**config.mk**
```make
export PLATFORM = sky130hd
export DESIGN_NAME = ras_ctrl
export DESIGN_NICKNAME = d
export VERILOG_FILES = /design/src/rtl/ras_pkg.sv /design/src/rtl/ras_ctrl_stack.sv /design/src/rtl/ras_ctrl.sv
export SDC_FILE = /design/constraint.sdc
export NUM_CORES = 1
export LEC_CHECK = 0
export ABC_AREA = 1
export CORE_MARGIN = 10
export CORE_UTILIZATION = 48
export DETAILED_ROUTE_END_ITERATION = 8
export GPL_ROUTABILITY_DRIVEN = 0
export HOLD_SLACK_MARGIN = 0.08
export PLACE_DENSITY = 0.7
export REMOVE_ABC_BUFFERS = 1
export SLEW_MARGIN = 20
export SYNTH_ARGS = -nofsm -noshare
export SYNTH_HDL_FRONTEND = slang
export SYNTH_SLANG_ARGS = --single-unit
```
**constraint.sdc**
```tcl
create_clock -name clk -period 5 [get_ports clk]
set_input_delay 0.5 -clock clk [delete_from_list [all_inputs] [get_ports clk]]
set_output_delay 0.5 -clock clk [all_outputs]
set_load 0.03 [all_outputs]
```
**src/rtl/ras_pkg.sv**
```systemverilog
// Shared types and constants for the return-address-stack controller.
package ras_pkg;

   typedef enum logic [1:0] {
      IDLE  = 2'd0,
      XCHG  = 2'd1,
      DRAIN = 2'd2
   } ras_state_t;

   localparam int unsigned OVF_MAX = 15;

endpackage

```
**src/rtl/ras_ctrl_stack.sv**
```systemverilog
// LIFO storage for return addresses; the full flag reserves one slot,
// so usable capacity is STACK_DEPTH-1 entries.
module stack #(
   parameter int unsigned DATA_WIDTH  = 32,
   parameter int unsigned STACK_DEPTH = 8
) (
   input  logic                           clk,
   input  logic                           rst,
   input  logic                           i_push,
   input  logic                           i_pop,
   input  logic [DATA_WIDTH-1:0]          i_data,
   output logic [DATA_WIDTH-1:0]          o_top,
   output logic                           o_empty,
   output logic                           o_full,
   output logic [$clog2(STACK_DEPTH)-1:0] o_count
);

   localparam int unsigned PTR_W = $clog2(STACK_DEPTH);

   logic [DATA_WIDTH-1:0] r_mem [STACK_DEPTH];
   logic [PTR_W-1:0]      r_ptr;

   assign o_empty = (r_ptr == '0);
   assign o_full  = (r_ptr == PTR_W'(STACK_DEPTH - 1));
   assign o_count = r_ptr;
   assign o_top   = r_mem[r_ptr - 1'b1];

   always_ff @(posedge clk) begin
      if (!rst && i_push && !o_full) begin
         r_mem[r_ptr] <= i_data;
      end
   end

   // Push wins if both are requested; the controller never issues both.
   always_ff @(posedge clk) begin
      if (rst) begin
         r_ptr <= '0;
      end else if (i_push && !o_full) begin
         r_ptr <= r_ptr + 1'b1;
      end else if (i_pop && !o_empty) begin
         r_ptr <= r_ptr - 1'b1;
      end
   end

endmodule

```
**src/rtl/ras_ctrl.sv**
```systemverilog
// Return-address-stack controller: sequences call/return hints onto one stack,
// registers the return prediction, tracks overflow depth and drains on flush.
module ras_ctrl
   import ras_pkg::*;
#(
   parameter int unsigned ADDR_W      = 32,
   parameter int unsigned STACK_DEPTH = 8,
   parameter int unsigned OVF_W       = $clog2(OVF_MAX + 1)
) (
   input  logic              clk,
   input  logic              rst,
   input  logic              flush,
   input  logic              req_valid,
   output logic              req_ready,
   input  logic              req_call,
   input  logic              req_ret,
   input  logic [ADDR_W-1:0] req_ret_addr,
   output logic              pred_valid,
   output logic              pred_hit,
   output logic [ADDR_W-1:0] pred_addr,
   output logic [OVF_W-1:0]  ovf_cnt,
   output logic              draining
);

   localparam int unsigned PTR_W = $clog2(STACK_DEPTH);

   ras_state_t        r_state;
   ras_state_t        w_next;
   logic [ADDR_W-1:0] r_xchg_addr;
   logic [OVF_W-1:0]  r_ovf_cnt;
   logic              r_pred_valid;
   logic              r_pred_hit;
   logic [ADDR_W-1:0] r_pred_addr;

   logic              w_accept;
   logic              w_push;
   logic              w_pop;
   logic [ADDR_W-1:0] w_push_data;
   logic [OVF_W-1:0]  w_ovf_next;
   logic              w_xchg_load;
   logic              w_pred_fire;
   logic              w_pred_hit;
   logic [ADDR_W-1:0] w_pred_addr;
   logic [ADDR_W-1:0] w_stk_top;
   logic              w_stk_empty;
   logic              w_stk_full;
   logic [PTR_W-1:0]  w_stk_count;
   logic              w_stk_last;

   stack #(
      .DATA_WIDTH  (ADDR_W),
      .STACK_DEPTH (STACK_DEPTH)
   ) u_stack (
      .clk     (clk),
      .rst     (rst),
      .i_push  (w_push),
      .i_pop   (w_pop),
      .i_data  (w_push_data),
      .o_top   (w_stk_top),
      .o_empty (w_stk_empty),
      .o_full  (w_stk_full),
      .o_count (w_stk_count)
   );

   assign req_ready  = (r_state == IDLE);
   assign draining   = (r_state == DRAIN);
   assign pred_valid = r_pred_valid;
   assign pred_hit   = r_pred_hit;
   assign pred_addr  = r_pred_addr;
   assign ovf_cnt    = r_ovf_cnt;
   assign w_accept   = req_valid & req_ready & ~flush;
   assign w_stk_last = (w_stk_count == PTR_W'(1));

   always_comb begin
      w_next      = r_state;
      w_push      = 1'b0;
      w_pop       = 1'b0;
      w_push_data = req_ret_addr;
      w_ovf_next  = r_ovf_cnt;
      w_xchg_load = 1'b0;
      w_pred_fire = 1'b0;
      w_pred_hit  = 1'b0;
      w_pred_addr = '0;
      case (r_state)
         IDLE: begin
            if (w_accept) begin
               w_pred_fire = req_ret;
               case ({req_call, req_ret})
                  2'b10: begin
                     if (!w_stk_full) begin
                        w_push = 1'b1;
                     end else if (r_ovf_cnt != '1) begin
                        w_ovf_next = r_ovf_cnt + 1'b1;
                     end
                  end
                  2'b01: begin
                     if (r_ovf_cnt != '0) begin
                        w_ovf_next = r_ovf_cnt - 1'b1;
                     end else if (!w_stk_empty) begin
                        w_pop       = 1'b1;
                        w_pred_hit  = 1'b1;
                        w_pred_addr = w_stk_top;
                     end
                  end
                  2'b11: begin
                     // Swap is split: pop now, push the new link next cycle.
                     if (r_ovf_cnt != '0) begin
                        w_next = IDLE;
                     end else if (w_stk_empty) begin
                        w_push = 1'b1;
                     end else begin
                        w_pop       = 1'b1;
                        w_pred_hit  = 1'b1;
                        w_pred_addr = w_stk_top;
                        w_xchg_load = 1'b1;
                        w_next      = XCHG;
                     end
                  end
                  default: w_next = IDLE;
               endcase
            end
         end
         XCHG: begin
            w_push      = 1'b1;
            w_push_data = r_xchg_addr;
            w_next      = IDLE;
         end
         DRAIN: begin
            w_pop = ~w_stk_empty;
            if (w_stk_empty || w_stk_last) begin
               w_next = IDLE;
            end
         end
         default: w_next = IDLE;
      endcase
      if (flush) begin
         w_push      = 1'b0;
         w_ovf_next  = '0;
         w_pred_fire = 1'b0;
         if (r_state != DRAIN) begin
            w_pop  = 1'b0;
            w_next = w_stk_empty ? IDLE : DRAIN;
         end
      end
   end

   always_ff @(posedge clk) begin
      if (rst) begin
         r_state      <= IDLE;
         r_ovf_cnt    <= '0;
         r_xchg_addr  <= '0;
         r_pred_valid <= 1'b0;
         r_pred_hit   <= 1'b0;
         r_pred_addr  <= '0;
      end else begin
         r_state      <= w_next;
         r_ovf_cnt    <= w_ovf_next;
         r_pred_valid <= w_pred_fire;
         if (w_xchg_load) begin
            r_xchg_addr <= req_ret_addr;
         end
         if (w_pred_fire) begin
            r_pred_hit  <= w_pred_hit;
            r_pred_addr <= w_pred_addr;
         end
      end
   end

endmodule

```
==> key figures, run 1 <==
Outcome
  • Outcome: completed

GRT
  • Largest net degree at the start of global routing: 106
  • Vias in the first global route: 8,443
  • First-pass GRT wire length: 45,200 um
  • Initial antenna violation count: 0
  • GRT overflow: 0
  • GRT Overall Usage: 0.157

Synthesis
  • Most used DFF post-synth: edfxtp_1
  • Post-synthesis average cell area: 11.4 um^2
  • Post-synth EDFFs: 256
  • Number of synthesis warnings: 0
  • Xor and xnor area share after synthesis: 0.00263
  • Part of the Yosys area used for sequential elements: 0.690
  • Area share of fa/ha/maj cells after synthesis: 0.0109
  • Mux contribution to synthesized area: 0.0270
  • Asr flop ratio synth: 0
  • Simple-gate share of the synthesized area: 0.104
  • Post-synthesis register bit count: 331
  • Cell Area, Synth: 13,300 um^2
  • Largest family of logic cells by synthesized area: compound AO/OA/AOI/OAI gates
  • Mapped Cells: 1,167
  • Compound-Gate Fraction of Synth Area: 0.121
  • Netlist cell types: 28

Setup path
  • RR Startpoint: u_stack.o_count[0]$_SDFFE_PP0P_
  • Crit path from: u_stack.o_count[0]$_SDFFE_PP0P_
  • Kind of start point of the critical path: flip-flop
  • Reg2Reg Depth: 10
  • Worst R2R Setup Slack: 1780 ps
  • Critical path data required time: 5110 ps
  • Reg2reg end: u_stack.r_mem[5][31]$_DFFE_PP_
  • Worst setup path end: u_stack.r_mem[5][31]$_DFFE_PP_
  • Worst Path Max Fanout: 45
  • Crit path DAT: 3330 ps
  • Crit path kind: reg -> reg
  • Setup crit end kind: flip-flop

STA
  • Slew HR: 0.266
  • Clock Skew: 15.0 ps
  • Post-route minimum period: 3220 ps
  • Unrepaired setup endpoints after global routing: no
  • Max-slew violation count: 0
  • Final setup margin: 1780 ps
  • Final hold viol count: 0
  • Least-Margin Pin Slew: 1100 ps
  • Fin crit share: 0.643
  • Setup violations, final: 0
  • Fmax: 311 MHz
  • Setup TNS: 0 ps

Detailed routing
  • Met3 WL post-DR: 1420 um
  • # DRC: 0
  • Initial DRC Count: 700
  • Routed wire per std cell: 17.6 um
  • Post-route ant nets: 0
  • Routed via count: 8,617
  • Max Used Layer: met4
  • Metal2 WL: 14,100 um
  • First-pass DRT Iterations: 5
  • Final wirelength: 28,500 um
  • M1 wire length: 12,500 um
  • Drt via density: 5.31

CTS
  • Post-cts resize count: 0
  • Bufs on Longest Clock Path: 3
  • CTS sink cnt: 331
  • Root buf cell: clkbuf_16
  • TritonCTS clock tree: built
  • Skew-Pair Late Insertion Delay: 500 ps
  • Post-CTS Setup Bufs: 0
  • CTS Buf Count: 34
  • Hold Buf Count CTS: 0
  • Worst-path clk slew: 60 ps
  • H-tree Lvls: 2

Final layout
  • Cell area after layout: 15,600 um^2
  • Antenna diode count: 0
  • Layout cells sized above 1: 0.0967
  • Multi-input gate area in the final layout: 3610 um^2
  • Area growth syn-to-layout: 16.9%
  • Final core occ: 0.575
  • Layout Nets: 1,274
  • Layout filler cell count: 2,165
  • Seq. cell area: 9190 um^2

Floorplan
  • Full die area: 34,800 um^2
  • Die H: 187 um
  • Core footprint: 27,100 um^2
  • # IOs: 78
  • Site Rows: 60
  • Initial Util: 0.492
  • DIE WIDTH: 187 um

Power
  • Leak: 5.33 nW
  • Power per cell area: 386 nW/um^2
  • Overall power: 6.02 mW
  • Peak VDD IR: 0.167 mV

Placed design
  • Number of I/O port buffers: 77
  • Place WS: 1480 ps
  • Dpl cell area: 14,300 um^2
  • Post-DP HPWL: 16,300 um

Worst hold path
  • HP Start: pred_addr[17]$_SDFFE_PP0P_
  • HP Class: reg -> reg

Job
  • Max-cap viol count: 0
[final cells by class]
type	instances	area share
multi-input combinational	709	0.232
inverter	56	0.0137
sequential	331	0.590
timing repair buffer	93	0.0615
tap	372	0.0299
clock inverter	18	0.0109
clock buffer	44	0.0618
[Yosys cell counts (2+ instances only)]
cell type / instances / area, um^2
buf_2: 22 / 110
buf_4: 8 / 60.1
nor2_2: 2 / 12.5
buf_6: 8 / 90.1
ha_1: 10 / 125
dfxtp_1: 75 / 1500
clkbuf_1: 28 / 105
buf_1: 3 / 11.3
nand2_2: 3 / 18.8
a21oi_1: 43 / 215
mux2_2: 32 / 360
o21ai_0: 163 / 816
clkbuf_2: 2 / 10.0
nand2_1: 122 / 458
edfxtp_1: 256 / 7690
nor3_1: 4 / 20.0
o21ai_1: 36 / 180
xor2_1: 4 / 35.0
nand3_1: 12 / 60.1
nor2_1: 210 / 788
inv_1: 52 / 195
inv_2: 3 / 11.3
o22ai_1: 64 / 400
[through the flow]
step / cells / hold WS [ps]
final: 1623 / 463
after global placement: 1557 / 453
after floorplan: 1096 / 451
after global routing: 1623 / 490
after detailed placement: 1557 / 456
after CTS: 1619 / 466
[layer usage]
metal | vias to the layer above | track usage
li1 | 4235 | -
met3 | 37 | 0.0304
met1 | 4131 | 0.200
met5 | - | 0
met2 | 214 | 0.267
met4 | 0 | 0.0416
[worst max-delay path, cell delays in order (launching register included)]
cell and delay, ps:
dfxtp_4 440, inv_4 370, ha_2 270, nand3_1 70, o21ai_1 130, nand2_1 70, nand2_2 80, nand2_2 130
nor2_1 150, nand2_1 230, nor2_4 850
[sequential cells by signal, summed over array words and instances, names as in the netlist]
name	flops
u_stack.r_mem	256
pred_addr	32
r_xchg_addr	32
ovf_cnt	4
u_stack.o_count	3
r_state	2
pred_hit	1
pred_valid	1
[how the worst min path moves through the flow]
stage / end / slack, ps / cells after the start
finish: pred_addr[17]$_SDFFE_PP0P_ / 460 / 2
global route: pred_addr[17]$_SDFFE_PP0P_ / 490 / 2
CTS: pred_hit$_SDFFE_PP0P_ / 470 / 2
detailed placement: pred_hit$_SDFFE_PP0P_ / 460 / 2
global placement: pred_hit$_SDFFE_PP0P_ / 450 / 2
floorplan: r_xchg_addr[0]$_SDFFE_PP0P_ / 450 / 2
[placed cells by master (no fill, tap or decap), types with 2 or more instances in the layout]
cell type	Yosys	routed
edfxtp_1	256	256
nor2_1	210	204
o21ai_0	163	163
nand2_1	122	121
clkdlybuf4s50_1	0	76
dfxtp_1	75	74
o22ai_1	64	64
inv_1	52	52
a21oi_1	43	43
clkbuf_16	0	37
o21ai_1	36	36
mux2_2	32	32
nand3_1	12	12
buf_4	8	12
ha_1	10	9
nor2_4	1	7
clkinv_1	0	6
clkbuf_1	28	6
clkinv_2	0	5
nand2_2	3	4
inv_2	3	3
xor2_1	4	3
bufinv_16	0	3
buf_16	0	3
nor2_2	2	2
nor3_1	4	2
nor3_2	0	2
clkinv_4	0	2
clkinvlp_4	0	2
[power by group]
group,switching [mW],leakage (nW),internal [mW]
registers,0.0110,2.91,2.97
logic,0.342,1.88,0.172
clock network,1.00,0.550,1.52
total,1.35,5.33,4.66
[logic make-up (layout without fill, tap and decap cells)]
family,count (synthesis),count (layout)
AND/OR/NAND/NOR,356,356
flip-flops,331,331
AO/OA/AOI/OAI,306,306
buffers and inverters,127,211
multiplexers,32,32
adder cells (fa/ha/maj),11,11
XOR/XNOR,4,4
(Power assumes the default switching activity.)
==> inputs of run 2 (changes only) <==
--- a/config.mk
+++ b/config.mk
@@ -11,7 +11,7 @@
 export DETAILED_ROUTE_END_ITERATION = 8
 export GPL_ROUTABILITY_DRIVEN = 0
 export HOLD_SLACK_MARGIN = 0.08
-export PLACE_DENSITY = 0.7
+export PLACE_DENSITY = 0.73
 export REMOVE_ABC_BUFFERS = 1
 export SLEW_MARGIN = 20
 export SYNTH_ARGS = -nofsm -noshare
==> constraint.sdc (replaced) <==
create_clock -name clk -period 2.8 [get_ports clk]
set_input_delay 0.28 -clock clk [delete_from_list [all_inputs] [get_ports clk]]
set_output_delay 0.28 -clock clk [all_outputs]
set_load 0.03 [all_outputs]
==> key figures, run 2 (synthesized netlist as in run 1, its figures left out) <==
CTS
  • Root buf cell: clkbuf_16
  • Post-CTS Setup Bufs: 0
  • CTS Buf Count: 35
  • TritonCTS clock tree: built
  • Post-cts resize count: 0
  • Worst-path clk slew: 60 ps
  • Skew-Pair Late Insertion Delay: 510 ps
  • Hold Buf Count CTS: 0
  • H-tree Lvls: 2
  • Bufs on Longest Clock Path: 3
  • CTS sink cnt: 331

GRT
  • GRT overflow: 0
  • Initial antenna violation count: 0
  • First-pass GRT wire length: 48,800 um
  • Vias in the first global route: 9,130
  • Largest net degree at the start of global routing: 96
  • GRT Overall Usage: 0.171

Floorplan
  • Die H: 187 um
  • DIE WIDTH: 187 um
  • Core footprint: 27,100 um^2
  • Initial Util: 0.492
  • Full die area: 34,800 um^2
  • Site Rows: 60
  • # IOs: 78

Detailed routing
  • Initial DRC Count: 803
  • Final wirelength: 30,300 um
  • First-pass DRT Iterations: 5
  • Drt via density: 5.44
  • # DRC: 0
  • Routed wire per std cell: 18.4 um
  • Routed via count: 8,952
  • Post-route ant nets: 0

Final layout
  • Area growth syn-to-layout: 19.5%
  • Top reg by flops: u_stack.r_mem
  • Largest register FFs: 256
  • Seq. cell area: 9190 um^2
  • Layout Cells excl Fill: 1,646
  • Most frequent cells in the layout: 256 x edfxtp_1, 204 x nor2_1, 163 x o21ai_0, 120 x nand2_1, 76 x clkdlybuf4s50_1
  • Antenna diode count: 0
  • Layout Nets: 1,297
  • Layout filler cell count: 2,123
  • Multi-input gate area in the final layout: 3620 um^2
  • Layout cells sized above 1: 0.116
  • Commonest non-fill, non-tap cell in the layout: edfxtp_1

Worst hold path
  • HP Class: in -> reg
  • HP Start: rst
  • Hold Crit Depth: 2
  • Worst Hold Endpoint: pred_addr[8]$_SDFFE_PP0P_

Setup path
  • Crit path from: u_stack.o_count[1]$_SDFFE_PP0P_
  • Kind of start point of the critical path: flip-flop
  • Critical path data required time: 3000 ps
  • Worst R2R Setup Slack: 420 ps
  • Setup crit end kind: flip-flop
  • Reg2Reg Depth: 12
  • Crit path kind: reg -> reg
  • Reg2reg end: u_stack.r_mem[5][3]$_DFFE_PP_
  • RR Startpoint: u_stack.o_count[1]$_SDFFE_PP0P_
  • Worst Path Max Fanout: 27
  • Crit path DAT: 2580 ps

STA
  • Final hold viol count: 0
  • Hold Slack: 269 ps
  • Fin crit share: 0.850
  • Final setup margin: 421 ps
  • Unrepaired setup endpoints after global routing: no
  • Slew HR: 0.392
  • Least-Margin Pin Slew: 912 ps
  • Clock Skew: 16.6 ps
  • Setup violations, final: 0
  • Fmax: 420 MHz
  • Post-route minimum period: 2380 ps
  • Max-slew violation count: 0
  • Setup TNS: 0 ps

Job
  • Max-cap viol count: 0

Power
  • P_sw: 2.50 mW
  • Clk pwr share: 0.435
  • Gate power share: 0.088
  • Power per cell area: 702 nW/um^2
  • Leak: 5.51 nW
  • P_int: 8.67 mW
  • Reg power frac: 0.477
  • Switching share of power: 0.224
  • Peak VDD IR: 0.632 mV

Outcome
  • Outcome: completed

Placed design
  • Number of I/O port buffers: 77
  • Post-DP HPWL: 18,200 um
  • Place WS: 138 ps
  • Placed Cells: 1,583
==> run 2: how the worst max path moves through the flow <==
stage / endpoint / slack [ps] / cells past startpoint
floorplan: pred_addr[0]$_SDFFE_PP0P_ / -3470 / 7
global placement: u_stack.r_mem[5][19]$_DFFE_PP_ / 180 / 12
detailed placement: u_stack.r_mem[5][1]$_DFFE_PP_ / 140 / 13
CTS: u_stack.r_mem[4][17]$_DFFE_PP_ / 440 / 12
global route: pred_addr[18]$_SDFFE_PP0P_ / 180 / 10
finish: u_stack.r_mem[5][3]$_DFFE_PP_ / 420 / 12
==> run 2: stage by stage <==
stage	utilization	total power, mW	area [um^2]
final	0.587	11.2	15900
after global routing	0.587	11.6	15900
after CTS	0.587	11.2	15900
after detailed placement	0.542	6.40	14700
after global placement	0.542	6.38	14700
after floorplan	-	6.02	12900
==> run 2: cell type report <==
cell class                      instances  share of cell area
Inverter                               56              0.0134
Clock buffer                           46              0.0615
Tap cell                              372              0.0292
Clock inverter                         17              0.0158
Multi-Input combinational cell        709               0.227
Sequential cell                       331               0.578
Timing Repair Buffer                  115              0.0755
==> run 2: power groups by stage <==
stage / Sequential, mW / Combinational [mW] / Clock, mW
3_3_place_gp: 5.43 / 0.951 / 0
5_1_grt: 5.32 / 1.10 / 5.13
2_1_floorplan: 5.46 / 0.561 / 0
6_report: 5.32 / 0.982 / 4.86
3_5_place_dp: 5.43 / 0.971 / 0
4_1_cts: 5.32 / 0.983 / 4.94
==> run 2: critical path, cell delays in order, from the launching register on <==
cell	delay, ps
dfxtp_1	330
inv_1	210
ha_2	260
nand3_1	80
o21ai_1	130
nand2_1	80
nand2_2	80
nand2_2	100
nor2_1	160
nand2_1	100
buf_4	190
nor2_4	110
buf_12	210
==> run 2: layer usage <==
layer,global-route usage,up-vias,share of wire
met5,0,-,0
met4,0.0617,0,0.025
met3,0.0272,49,0.048
met2,0.294,271,0.50
met1,0.213,4353,0.43
li1,-,4279,-
